`config.mk`:
```
export PLATFORM = sky130hd
export DESIGN_NAME = logic_vector_seq
export DESIGN_NICKNAME = d
export VERILOG_FILES = /design/src/rtl/logic_vector_seq_pkg.sv /design/src/rtl/logic_vector_seq_settle_timer.sv /design/src/rtl/logic_vector_seq.sv
export SDC_FILE = /design/constraint.sdc
export NUM_CORES = 1
export LEC_CHECK = 0
export ABC_AREA = 1
export BUFFER_PORTS_ARGS = -buffer_cell sky130_fd_sc_hd__buf_2
export CAP_MARGIN = 20
export CORE_ASPECT_RATIO = 1.1
export CORE_UTILIZATION = 53
export DETAILED_ROUTE_END_ITERATION = 6
export PLACE_DENSITY = 0.85
export SLEW_MARGIN = 20
export SYNTH_ARGS = -nofsm -noshare
export SYNTH_HDL_FRONTEND = slang
export SYNTH_SLANG_ARGS = --single-unit
```
`constraint.sdc`:
```
create_clock -name clk_in -period 1.5 [get_ports clk_in]
set_input_delay 0 -clock clk_in [delete_from_list [all_inputs] [get_ports clk_in]]
set_output_delay 0 -clock clk_in [all_outputs]
set_load 0.03 [all_outputs]
```
`src/rtl/logic_vector_seq_pkg.sv`:
```
// Shared types and constants for the logic vector sequencer.
// Holds FSM state type, result width, expected-response table and a helper.
package logic_vector_seq_pkg;

   typedef enum logic [1:0] {
      S_IDLE,
      S_APPLY,
      S_EMIT,
      S_DONE
   } state_t;

   localparam int RES_W = 6;

   // Expected {X,Y,Z} per index {A,B,C}:
   // X = parity, Y = majority, Z = all-zero.
   localparam logic [2:0] EXP_TABLE [0:7] = '{
      3'b001, 3'b100, 3'b100, 3'b010,
      3'b100, 3'b010, 3'b010, 3'b110
   };

   // Returns {found, index} of the lowest set bit.
   function automatic logic [3:0] first_set(
      input logic [7:0] m
   );
      logic [3:0] r;
      r = 4'b0;
      for (int i = 7; i >= 0; i--) begin
         if (m[i]) r = {1'b1, 3'(i)};
      end
      return r;
   endfunction

endpackage

```
`src/rtl/logic_vector_seq_settle_timer.sv`:
```
// Settle down-counter: loaded with SETTLE_CYCLES, expires on final count.
// Ports: i_clk, i_rst (sync high), i_load, i_count, o_expire.
module seq_settle_timer #(
   parameter int SETTLE_CYCLES = 2
) (
   input  logic i_clk,
   input  logic i_rst,
   input  logic i_load,
   input  logic i_count,
   output logic o_expire
);

   logic [3:0] r_cnt;

   assign o_expire = i_count && (r_cnt == 4'd1);

   always_ff @(posedge i_clk) begin
      if (i_rst) begin
         r_cnt <= 4'd0;
      end else if (i_load) begin
         r_cnt <= 4'(SETTLE_CYCLES);
      end else if (i_count && r_cnt > 4'd1) begin
         r_cnt <= r_cnt - 4'd1;
      end
   end

endmodule

```
`src/rtl/logic_vector_seq.sv`:
```
// Steps masked 3-bit vectors onto A/B/C, captures X/Y/Z, streams results.
// Ports: clk_in, rst_in (sync high), start_in, mask_in[7:0],
//   A/B/C_out, X/Y/Z_in, res_valid_out, res_ready_in,
//   res_data_out[5:0] = {idx,X,Y,Z}, busy_out, done_out.
// Macro LOGIC_VECTOR_SEQ_CHECK_EN adds mismatch_out and err_cnt_out[3:0].
module logic_vector_seq
   import logic_vector_seq_pkg::*;
#(
   parameter int SETTLE_CYCLES = 2,
   parameter int NUM_VEC       = 8
) (
   input  logic             clk_in,
   input  logic             rst_in,
   input  logic             start_in,
   input  logic [7:0]       mask_in,
   output logic             A_out,
   output logic             B_out,
   output logic             C_out,
   input  logic             X_in,
   input  logic             Y_in,
   input  logic             Z_in,
   output logic             res_valid_out,
   input  logic             res_ready_in,
   output logic [RES_W-1:0] res_data_out,
   output logic             busy_out,
   output logic             done_out
`ifdef LOGIC_VECTOR_SEQ_CHECK_EN
   ,
   output logic             mismatch_out,
   output logic [3:0]       err_cnt_out
`endif
);

   localparam logic [7:0] VEC_MASK =
      8'((64'd1 << NUM_VEC) - 64'd1);

   state_t           r_state;
   logic [7:0]       r_mask;
   logic [2:0]       r_idx;
   logic             r_valid;
   logic [RES_W-1:0] r_data;
   logic             r_busy;
   logic             r_done;

   logic [3:0] w_first;
   logic [3:0] w_next;
   logic [2:0] w_xyz;
   logic       w_accept;
   logic       w_xfer;
   logic       w_load;
   logic       w_count;
   logic       w_expire;

   assign w_xyz    = {X_in, Y_in, Z_in};
   assign w_accept = (r_state == S_IDLE) && start_in;
   assign w_xfer   = r_valid && res_ready_in;
   assign w_first  = first_set(mask_in & VEC_MASK);
   // Only bits strictly above idx, so the index never wraps.
   assign w_next   = first_set(r_mask & (8'hFE << r_idx));
   assign w_load   = w_accept || w_xfer;
   assign w_count  = (r_state == S_APPLY);

   seq_settle_timer #(
      .SETTLE_CYCLES (SETTLE_CYCLES)
   ) u_timer (
      .i_clk    (clk_in),
      .i_rst    (rst_in),
      .i_load   (w_load),
      .i_count  (w_count),
      .o_expire (w_expire)
   );

   always_ff @(posedge clk_in) begin
      if (rst_in) begin
         r_state <= S_IDLE;
         r_mask  <= 8'd0;
         r_idx   <= 3'd0;
         r_valid <= 1'b0;
         r_data  <= '0;
         r_busy  <= 1'b0;
         r_done  <= 1'b0;
      end else begin
         r_done <= 1'b0;
         unique case (r_state)
            S_IDLE: begin
               if (start_in) begin
                  r_mask <= mask_in & VEC_MASK;
                  r_busy <= 1'b1;
                  r_idx  <= w_first[2:0];
                  if (w_first[3]) begin
                     r_state <= S_APPLY;
                  end else begin
                     r_done  <= 1'b1;
                     r_state <= S_DONE;
                  end
               end
            end
            S_APPLY: begin
               if (w_expire) begin
                  r_data  <= {r_idx, w_xyz};
                  r_valid <= 1'b1;
                  r_state <= S_EMIT;
               end
            end
            S_EMIT: begin
               if (w_xfer) begin
                  r_valid <= 1'b0;
                  if (w_next[3]) begin
                     r_idx   <= w_next[2:0];
                     r_state <= S_APPLY;
                  end else begin
                     r_idx   <= 3'd0;
                     r_done  <= 1'b1;
                     r_state <= S_DONE;
                  end
               end
            end
            S_DONE: begin
               r_busy  <= 1'b0;
               r_state <= S_IDLE;
            end
            default: r_state <= S_IDLE;
         endcase
      end
   end

   assign {A_out, B_out, C_out} = r_idx;
   assign res_valid_out = r_valid;
   assign res_data_out  = r_data;
   assign busy_out      = r_busy;
   assign done_out      = r_done;

`ifdef LOGIC_VECTOR_SEQ_CHECK_EN
   logic       r_mism;
   logic [3:0] r_err;

   always_ff @(posedge clk_in) begin
      if (rst_in) begin
         r_mism <= 1'b0;
         r_err  <= 4'd0;
      end else begin
         if (w_accept) begin
            r_err <= 4'd0;
         end
         if (w_count && w_expire) begin
            r_mism <= (w_xyz != EXP_TABLE[r_idx]);
         end
         if (w_xfer) begin
            r_mism <= 1'b0;
            if (r_mism && r_err != 4'hF) begin
               r_err <= r_err + 4'd1;
            end
         end
      end
   end

   assign mismatch_out = r_mism;
   assign err_cnt_out  = r_err;
`else
   // Unchecked build: responses are passed through uncompared.
`endif

endmodule

```
======== After elaboration in Yosys (flattened, before gate mapping) ========
Index checks and enable logic that the tools add are counted.
Widths: inputs -> output; s select.
word-level totals
  flip-flop bits (word level) ............. 26
  bits of input ports ..................... 15
  output and inout port bits .............. 12
cells by class
  add/sub/neg operators ................... 1
  shift-type cells ........................ 1
  magnitude comparators ................... 1
  reduce and logical (&&, ||, !) cells .... 17
  muxes and demuxes ....................... 38
  eq/ne operators ......................... 7
  bitwise gates (word level) .............. 1
operators by type and width
  cell                 count
  $mux 4               16
  $mux 2               7
  $mux 3               3
  $reduce_and 3->1     3
  $and 8x8->8          1
  $pmux 2 s4           1
  $reduce_bool 2->1    4
  $shl 8x3->8 const A  1
  $mux 1               7
  $ne 2x2->1 const B   3
  $pmux 1 s2           3
  $pmux 3 s2           1
  $reduce_and 2->1     3
  $eq 2x2->1 const B   2
  $eq 4x1->1 const B   1
  $gt 4x1->1 const B   1
  $logic_and 1x1->1    4
  $sub 4x1->4 const B  1
  $eq 2x1->1 const B   1
  $logic_not 2->1      1
  $reduce_or 2->1      1
  $logic_or 1x1->1     1

======== Logic depth before layout (Yosys ltp) ========
Gate-level depths: netlist (run 1).
  depth in word-level cells ............... 13
  gate-level depth with buffers ........... 10
  gate-level depth less buffers ........... 10

======== Modules after synthesis ========
From an unflattened synthesis (run 1), not the netlist that was laid out.
unflattened totals
  cell total of the unflattened synthesis .. 194
  area total of the unflattened synthesis .. 1322.5 um2
modules (own cells, without submodules)
  module            area an instance (um2)  instances  cells each  sequential area each (um2)
  logic_vector_seq  1059.8                  1          152         420.4
  seq_settle_timer  262.8                   1          42          80.1

======== Worst setup path before layout (run 1) ========
No wires, ideal clock.
  path type ............................... register -> register
  from .................................... register r_idx[2]
  to ...................................... register r_done (netlist: done_out)
  arrival ................................. 1.222 ns
  data required time ...................... 1.430 ns
  path slack .............................. 0.208 ns
  buffers on the path ..................... 0
  stages on the path, launching flop included .. 9
  path through ............................ dfxtp_1 inv_2 nand3_1 nand2_1 inv_2 nand2_1 nor2_1 nand3_1 a21oi_1
on the way
  cells in the longest elaborated chain, start to end .. 13
ends and longest elaborated chain
  element                   RTL line                    text
  start: declaration        logic_vector_seq.sv:39      logic [2:0] r_idx;
  start signal: assignment  logic_vector_seq.sv:89      r_idx <= w_first[2:0];
  start signal: assignment  logic_vector_seq.sv:109     r_idx <= w_next[2:0];
  $shl 8x3->8 (*)           logic_vector_seq.sv:59      assign w_next = first_set(r_mask & (8'hFE << r_idx));
  $and 8x8->8 (*)           logic_vector_seq.sv:59
  $mux 4 (7 in a row)       logic_vector_seq_pkg.sv:28  if (m[i]) r = {1'b1, 3'(i)};
  $mux 4 (*)                logic_vector_seq_pkg.sv:28
  $mux 1 (*)                logic_vector_seq.sv:108     if (w_next[3]) begin
  $mux 1 (*)                logic_vector_seq.sv:106     if (w_xfer) begin
  $pmux 1 s2 (*)            logic_vector_seq.sv:84      unique case (r_state)
  end signal: assignment    logic_vector_seq.sv:81      r_done <= 1'b0;
  end signal: assignment    logic_vector_seq.sv:83      r_done <= 1'b0;
  end signal: assignment    logic_vector_seq.sv:113     r_done <= 1'b1;
  end: declaration          logic_vector_seq.sv:43      logic r_done;
Every way passes the cells marked *; elsewhere a longest branch is shown, timed or not.
A chain may end at the register's enable or synchronous reset.

======== Worst setup path after layout (run 1) ========
  from .................................... register u_timer.r_cnt[1]
  to ...................................... register r_data[1] (netlist: res_data_out[1])
on the way
  cells in the longest elaborated chain, start to end .. 3
ends and longest elaborated chain
  element                            RTL line                             text
  start: declaration                 logic_vector_seq_settle_timer.sv:13  logic [3:0] r_cnt;
  start signal: assignment           logic_vector_seq_settle_timer.sv:21  r_cnt <= 4'(SETTLE_CYCLES);
  start signal: assignment           logic_vector_seq_settle_timer.sv:23  r_cnt <= r_cnt - 4'd1;
  $eq 4x1->1                         logic_vector_seq_settle_timer.sv:15  assign o_expire = i_count && (r_cnt == 4'd1);
  $logic_and 1x1->1                  logic_vector_seq_settle_timer.sv:15
  $reduce_and 2->1 (no source line)  -
  end signal: assignment             logic_vector_seq.sv:100              r_data <= {r_idx, w_xyz};
  end: declaration                   logic_vector_seq.sv:41               logic [RES_W-1:0] r_data;
No other way between the ends.

==> run metrics, run 1 <==
share of the synthesized area in the top cell type=40.12%; port buffer count=26; Reg2Reg Depth=8; relative slew slack=70.54%; Fin Clk Skew=1.241 ps; die area=0.002552 mm^2; net switching power=0.6068 mW; worst IR drop on VDD=approximately 0.80 mV; routed wire length=about 3100 um; Final Max Tran Viols=0; final hold violations=0; Max clock buf depth=2; Area Growth Syn to Fin=25.98%; Seq/Total Area, Yosys=between 40% and 50%; Non-Filler Instances=between 200 and 250; Unique masters post-synth=27; GPL Wtd Cong=slightly above 0.9; Die W=around 48 um; Clk Latency, worst-skew pair=~320 ps; CP Class=flop to flop; Post-synth ARST share=0%; Clock Power Share=18.3%; cell taking the most area after synthesis=dfxtp_1; Post-Syn Area per Cell=7.128 um^2; Hold Slack=20.14 ps; clk sinks=25; Mapped Area=0.001247 mm^2; Final #Nets=236; first-pass GRT wire length=5016 um; DRC=0; worst hold path class=input pin to flop; GRT overflow=0; DRT iter0 DRCs=27; worst slew pin tran=between 400 and 500 ps; Final HPWL DP=2144 um; Top FF cell, synth=dfxtp_1; #FFs+latches synth=25; crit path from=u_timer.r_cnt[1]; synth top area cells=dfxtp_1 (40%), nand2_1 (9.3%), a21oi_1 (6.4%); minimum clock period=approximately 1400 ps; Lkg Pwr=0.7387 nW; Final Cycle Share=a little over nine tenths; Die Ht=52.88 um; Reg-to-Reg End=res_data_out[1]; Vias/cell=5.375; final setup violating endpoints=0; Worst Setup End Kind=flop; P per Cell Area=around 1000 mW/mm^2; R2R setup slack=90 ps; maxcap violations=0; status=finished clean; drt first pass iters=4; worst r2r src=u_timer.r_cnt[1]; Max FO, Critical Path=8; cts bufs inserted=3; GRT Total Usage=27.37%; Starting Density=55.95%; Post-synth EDFFs=0; Routed Antenna Nets=0; Gate Count Post-Synth=175; Flop pwr share=approximately 49%; core area=0.002230 mm^2; # diodes=0; CP endpoint=res_data_out[1]; row count=18; depth of the CTS H-tree=1; number of I/O pins=27; WL per Instance=about 12 um; setup TNS=0 ps; Fillers=175; vias after detailed routing=1,333; initial antenna violation count=0; Syn Nets=approximately 190; Int Pwr=1.029 mW; share of layout cells above drive strength 1=23.39%; Max Clk Rate=710.5 MHz; total power=1.636 mW; Root Driver=clkbuf_4; crit start category=flop; Comb power frac=about a third; switch share=37.09%; WP data arrival=1640 ps; clock-pin slew on the worst setup and hold paths=130 ps; CTS tree=yes; vias in the first global route=1,246; Syn. warnings=0; Placed Cells=231; Worst EP required=1730 ps; largest net degree at the start of global routing=18
## power groups by stage
stage	Combinational [mW]	Sequential, mW	Clock, mW
6_report	0.531	0.805	0.300
5_1_grt	0.599	0.815	0.338
4_1_cts	0.518	0.801	0.302
3_5_place_dp	0.494	0.815	0
3_3_place_gp	0.477	0.813	0
2_1_floorplan	0.341	0.838	0
## cell usage in the layout, fill, tap and decap left out, types with 2 or more instances in the layout
master,n
nand2_2,2
dfxtp_1,25
a21oi_1,16
nor3b_1,2
clkbuf_4,3
inv_1,16
nand4_1,2
o21ai_0,8
buf_4,4
nand3_1,13
a31oi_1,2
nand2_1,31
nor2_1,19
a21oi_2,2
o21ai_1,15
ha_1,2
dlygate4sd3_1,11
buf_2,26
nor3_1,2
nor2_2,2
inv_2,6
## worst min-delay path by stage
stage,startpoint,to,slack [ps],cells after the start
after global routing,mask_in[0],r_idx[1],30,4
after floorplan,rst_in,busy_out,70,1
after detailed placement,X_in,res_data_out[2],230,3
after CTS,mask_in[0],r_idx[1],1,4
after global placement,Z_in,res_data_out[0],220,3
final,mask_in[0],r_idx[1],20,4
## metal layers
layer  vias to the layer above  wire length, um  global-route usage [%]
met5                         -                0                       0
li1                        664                -                       -
met3                        10              130                   4.778
met4                         0               59                   9.722
met2                        46             1615                   46.89
met1                       613             1267                   32.91
## repair_timing
action                                  CTS  global route
endpoints found under the setup margin    0             7
gates resized for setup                   0             1
endpoints found under the hold margin    15             0
buffers inserted                          0             2
hold buffers                             11             0
## synthesized netlist by cell type (6+ instances only)
cell / count
nand3_1: 13
o21ai_0: 9
inv_1: 16
nand2_1: 31
o21ai_1: 14
a21oi_1: 16
inv_2: 6
dfxtp_1: 25
nor2_1: 19
## stage by stage
stage | worst slack, ps | area, um^2 | utilization, %
after global routing | -28.72 | 1572 | 70.48
after global placement | 173.3 | 1419 | 63.64
after detailed placement | 64.80 | 1419 | 63.64
after CTS | 24.27 | 1556 | 69.81
after floorplan | 208.1 | 1247 | -
final | 92.44 | 1572 | 70.48
## final cells by class
cell class | count | area [um^2] | area share (%)
multi-input combinational | 125 | 646.9 | 41.16
sequential | 25 | 500.5 | 31.85
timing repair buffer | 41 | 270.3 | 17.20
inverter | 23 | 88.84 | 5.653
tap | 30 | 37.54 | 2.389
clock buffer | 3 | 22.52 | 1.433
clock inverter | 1 | 5.005 | 0.3185
## registers in the layout, indices dropped and copies added, names as in the netlist
name / flops
r_idx: 3
done_out: 1
r_state: 2
u_timer.r_cnt: 4
res_valid_out: 1
res_data_out: 6
r_mask: 7
busy_out: 1
## critical path: stages (launching register included)
cell     delay [ps]
dfxtp_1         380
inv_1            80
ha_1            200
nand2_1         140
nor3_4           50
buf_4           170
buf_4           140
o21ai_1         110
nor2_1           50
## kinds of logic (layout without fill, tap and decap cells)
kind of cell	count (synthesis)	count (layout)	synth area share, %
buffers and inverters	25	68	8.024
AO/OA/AOI/OAI	46	46	20.96
AND/OR/NAND/NOR	77	77	28.89
adder cells (fa/ha/maj)	2	2	2.006
flip-flops	25	25	40.12
Note: power is estimated with default switching activity, not from simulation.
==> run 2: changes to the inputs <==
- CORE_UTILIZATION: 53 -> 50
- PLACE_DENSITY: 0.85 -> 0.74
==> run 2 against run 1 <==
Critical path depth shrank 2. Global-route usage shrank 3.3 points. Register-to-register slack lost 40 ps. Maximum frequency shrank 2.6%. Clock power grew 7.3%. Final area grew 1.6%. Via count shrank 3.5%.
==> run metrics, run 2 (synthesis gave the netlist of run 1 again) <==
Die Ht=54.39 um; WP data arrival=1700 ps; Die W=slightly below 50 um; Max clock buf depth=2; WL per Instance=12.11 um; worst IR drop on VDD=0.8615 mV; die area=0.002699 mm^2; Final HPWL DP=2071 um; Vias/cell=5.165; hold path startpoint=start_in; cts bufs inserted=3; depth of the CTS H-tree=1; first-pass GRT wire length=4843 um; Final #Nets=237; crit start category=flop; Root Driver=clkbuf_4; Reg-to-Reg End=u_timer.r_cnt[2]; final setup violating endpoints=0; vias in the first global route=1,139; Finished Core Util=69.50%; CP Class=flop to flop; # diodes=0; Max Clk Rate=691.8 MHz; CTS tree=yes; R2R setup slack=50 ps; Final Cycle Share=96.36%; row count=18; Lkg Pwr=0.7421 nW; final hold violations=0; max FFs per register=7; Most flops, register=r_mask; Reg2Reg Depth=6; Max FO, Critical Path=5; Clk Latency, worst-skew pair=between 300 and 400 ps; Worst EP required=1760 ps; GRT Total Usage=24.11%; Worst Setup End Kind=flop; Area Growth Syn to Fin=27.98%; Starting Density=54.30%; maxcap violations=0; setup TNS=0 ps; routed wire length=3016 um; worst hold path class=input pin to flop; worst r2r src=u_timer.r_cnt[0]; Hold Slack=29.05 ps; hold depth=3; core area=0.002297 mm^2; Fin Clk Skew=1.651 ps; relative slew slack=68.86%; DRC=0; vias after detailed routing=1,286; GPL Wtd Cong=0.7925; RSZ-0062 raised after global routing=yes; Non-Filler Instances=249; share of layout cells above drive strength 1=25.11%; DRT iter0 DRCs=17; most frequent cells in the layout=nand2_1 (31), buf_2 (26), dfxtp_1 (23); minimum clock period=between 1000 and 1500 ps; commonest non-fill, non-tap cell in the layout=nand2_1; largest net degree at the start of global routing=18; number of I/O pins=27; GRT overflow=0; P per Cell Area=1040 mW/mm^2; initial antenna violation count=0; drt first pass iters=6; port buffer count=26; Routed Antenna Nets=0; Fillers=209; Placed Cells=231; clk sinks=25; status=finished clean; clock-pin slew on the worst setup and hold paths=140 ps; hold endpoint=busy_out; Final Max Tran Viols=0; worst slew pin tran=466.6 ps
## run 2: cell types whose count changed in the layout (fill, tap and decap cells not counted)
cell / before / now
clkinv_2: 1 / 0
clkinvlp_4: 0 / 1
dfxtp_1: 25 / 23
dfxtp_2: 0 / 2
dlygate4sd3_1: 11 / 12
nor3_1: 2 / 1
nor3_2: 0 / 1
nor3b_1: 2 / 1
nor3b_2: 0 / 1
## run 2: worst max-delay path, stage by stage (launching register included)
cell and delay [ps]:
dfxtp_1 390, inv_1 70, ha_1 210, o21ai_1 170
nand2_1 150, o21ai_1 160, nor3b_1 220
## run 2: metrics by stage
stage | setup WS (ps) | cell area [um^2] | power (mW)
6_report | 54.53 | 1597 | 1.661
5_1_grt | -93.94 | 1597 | 1.769
4_1_cts | 43.74 | 1569 | 1.659
3_5_place_dp | 87.91 | 1419 | 1.314
3_3_place_gp | 119.5 | 1419 | 1.293
2_1_floorplan | 208.1 | 1247 | 1.179
## run 2: cell type report
cell class | count | area [um^2] | share of cell area [%]
multi-input combinational | 125 | 656.9 | 41.14
tap | 30 | 37.54 | 2.351
clock buffer | 3 | 22.52 | 1.411
inverter | 23 | 88.84 | 5.564
clock inverter | 1 | 7.507 | 0.4702
timing repair buffer | 42 | 280.3 | 17.55
sequential | 25 | 503.0 | 31.50
## run 2: repair_timing
item / 4_1_cts / 5_1_grt
endpoints found under the hold margin: 16 / 0
setup buffers: 0 / 2
hold buffers: 12 / 0
gates resized for setup: 0 / 5
setup endpoints to repair: 0 / 7
## run 2: worst max path at each step
stage,startpoint,end
2_1_floorplan,r_idx[2],done_out
3_3_place_gp,u_timer.r_cnt[1],res_data_out[3]
3_5_place_dp,u_timer.r_cnt[0],u_timer.r_cnt[2]
4_1_cts,u_timer.r_cnt[0],u_timer.r_cnt[2]
5_1_grt,u_timer.r_cnt[0],u_timer.r_cnt[2]
6_report,u_timer.r_cnt[0],u_timer.r_cnt[2]
## run 2: layer usage
layer,share of wire (%),wire (um),global-route usage (%)
met1,45,1343,28.33
met2,51,1527,44.59
met3,2.8,85,2.500
met4,2.0,59,11.43
met5,0,0,0
## run 2: power breakdown
group / internal, mW / switching [mW]
registers: 0.735 / 0.0622
logic: 0.199 / 0.343
clock network: 0.102 / 0.219
total: 1.04 / 0.625
==> run 3: changes to the inputs <==
- clock period: 1.5 -> 1.7 ns (I/O delays scaled with it)
==> run 3 against run 2 <==
Via count decreased by 1.0%. Die area unchanged. Non-clock buffer count decreased by 4. Combinational power decreased by 19%. Worst setup slack improved by 160 ps. Utilization decreased by 1.9 points. Hold slack got worse by 14 ps. Total power decreased by 14%. Clock power decreased by 12%. Maximum frequency decreased by 2.7%. Wire length decreased by 4.0%. Largest cell class unchanged. Largest power group unchanged. Highest routed layer unchanged.
==> run metrics, run 3 (synthesis gave the netlist of run 1 again) <==
status=finished clean; cts repair resizes=0; cts bufs inserted=3; Fillers=215; Die W=about 50 um; Starting Density=54.30%; DRC=0; final setup violating endpoints=0; clk sinks=25; Finished Core Util=roughly two thirds; switch share=37.28%; routed wire length=2895 um; post-route cell area=~0.0016 mm^2; Final HPWL DP=between 2000 and 2500 um; final hold violations=0; Routed Antenna Nets=0; initial antenna violation count=0; WL per Instance=11.82 um; crit start category=flop; placed cell area=0.001404 mm^2; WP data arrival=1750 ps; row count=18; Fin Clk Skew=6.552 ps; die area=~0.0027 mm^2; Clock Power Share=19.8%; GRT overflow=0; Max clock buf depth=2; relative slew slack=69.63%; setup TNS=0 ps; Lkg Pwr=0.7180 nW; Worst EP required=1960 ps; first-pass GRT wire length=4795 um; hold endpoint=busy_out; Root Driver=clkbuf_4; R2R setup slack=between 200 and 250 ps; hold depth=3; drt first pass iters=4; CTS tree=yes; Flop pwr share=49.3%; worst IR drop on VDD=approximately 0.80 mV; port buffer count=26; P per Cell Area=922.0 mW/mm^2; Final Max Tran Viols=0; depth of the CTS H-tree=1; Reg-to-Reg End=u_timer.r_cnt[2]; vias after detailed routing=1,273; clock-pin slew on the worst setup and hold paths=150 ps; Final Cycle Share=87.37%; storage element area=500.5 um^2; Comb power frac=30.8%; Vias/cell=5.196; GRT Total Usage=23.91%; most frequent cells in the layout=nand2_1 (31), buf_2 (26), dfxtp_1 (25); net switching power=0.5341 mW; hold path startpoint=start_in; Area Growth Syn to Fin=24.57%; worst slew pin tran=455.0 ps; # diodes=0; Max Clk Rate=673.3 MHz; maxcap violations=0; Most flops, register=r_mask; CP Class=flop to flop; worst hold path class=input pin to flop; minimum clock period=1485 ps; max FFs per register=7; setup bufs post-CTS=0; share of layout cells above drive strength 1=21.86%; number of I/O pins=27; Final #Nets=233; Multi-input gate area=~650 um^2; RSZ-0062 raised after global routing=no; Max FO, Critical Path=5; largest net degree at the start of global routing=18; commonest non-fill, non-tap cell in the layout=nand2_1; core area=0.002297 mm^2; GPL Wtd Cong=between 0.8 and 0.9; worst r2r src=u_timer.r_cnt[0]; Worst Setup End Kind=flop; Clk Latency, worst-skew pair=340 ps; Die Ht=roughly 54 um; vias in the first global route=~1,100; DRT iter0 DRCs=25; Int Pwr=between 0.8 and 0.9 mW; Reg2Reg Depth=6
-- run 3: cell types whose count changed in the layout (fill, tap and decap cells not counted), sizes merged --
cell	previous run	this run
buf	30	26
-- run 3: metrics by stage --
step	setup WS (ps)	power, mW	hold slack (ps)	std cells
6_report	214.8	1.433	15.30	245
5_1_grt	19.18	1.524	22.51	245
4_1_cts	219.7	1.442	7.127	245
3_5_place_dp	246.7	1.138	235.1	229
3_3_place_gp	289.7	1.126	221.7	229
2_1_floorplan	408.1	1.040	69.07	175
-- run 3: cell type report --
cell class                      instances  area share (%)
Clock inverter                          1          0.4831
Tap cell                               30           2.415
Clock buffer                            3           1.449
Sequential cell                        25           32.21
Inverter                               23           5.717
Multi-Input combinational cell        125           41.63
Timing Repair Buffer                   38           16.10
-- run 3: worst max-delay path by stage --
| stage | startpoint | to | slack, ps | depth (start not counted) |
|---|---|---|---|---|
| 3_3_place_gp | u_timer.r_cnt[1] | res_data_out[3] | 290 | 7 |
| 6_report | u_timer.r_cnt[0] | u_timer.r_cnt[2] | 210 | 6 |
| 2_1_floorplan | r_idx[2] | done_out | 410 | 8 |
| 4_1_cts | u_timer.r_cnt[1] | res_data_out[3] | 220 | 7 |
| 3_5_place_dp | u_timer.r_cnt[1] | res_data_out[1] | 250 | 7 |
| 5_1_grt | u_timer.r_cnt[1] | res_data_out[1] | 20 | 7 |
-- run 3: what timing repair did --
item | in CTS | in global routing
hold endpoints to repair | 16 | 0
hold buffers | 12 | 0
endpoints found under the setup margin | 0 | 0
-- run 3: metal layers --
metal  wire length, um  track usage (%)  up-vias
li1                  -                -      663
met1              1268            28.28      574
met2              1479            43.92       31
met3                89            2.500        5
met4                57            11.43        0
met5                 0                0        -
-- run 3: critical path, stage by stage, from the launching register on --
cell,delay (ps)
dfxtp_1,390
inv_1,70
ha_1,200
o21ai_0,220
nand2_1,170
o21ai_1,150
nor3b_1,210
-- run 3: power groups by stage --
| stage | combinational (mW) | clock, mW | sequential [mW] |
|---|---|---|---|
| after floorplan | 0.301 | 0 | 0.740 |
| after global placement | 0.410 | 0 | 0.716 |
| after detailed placement | 0.419 | 0 | 0.719 |
| after CTS | 0.442 | 0.294 | 0.706 |
| after global routing | 0.499 | 0.311 | 0.714 |
| final | 0.442 | 0.284 | 0.707 |
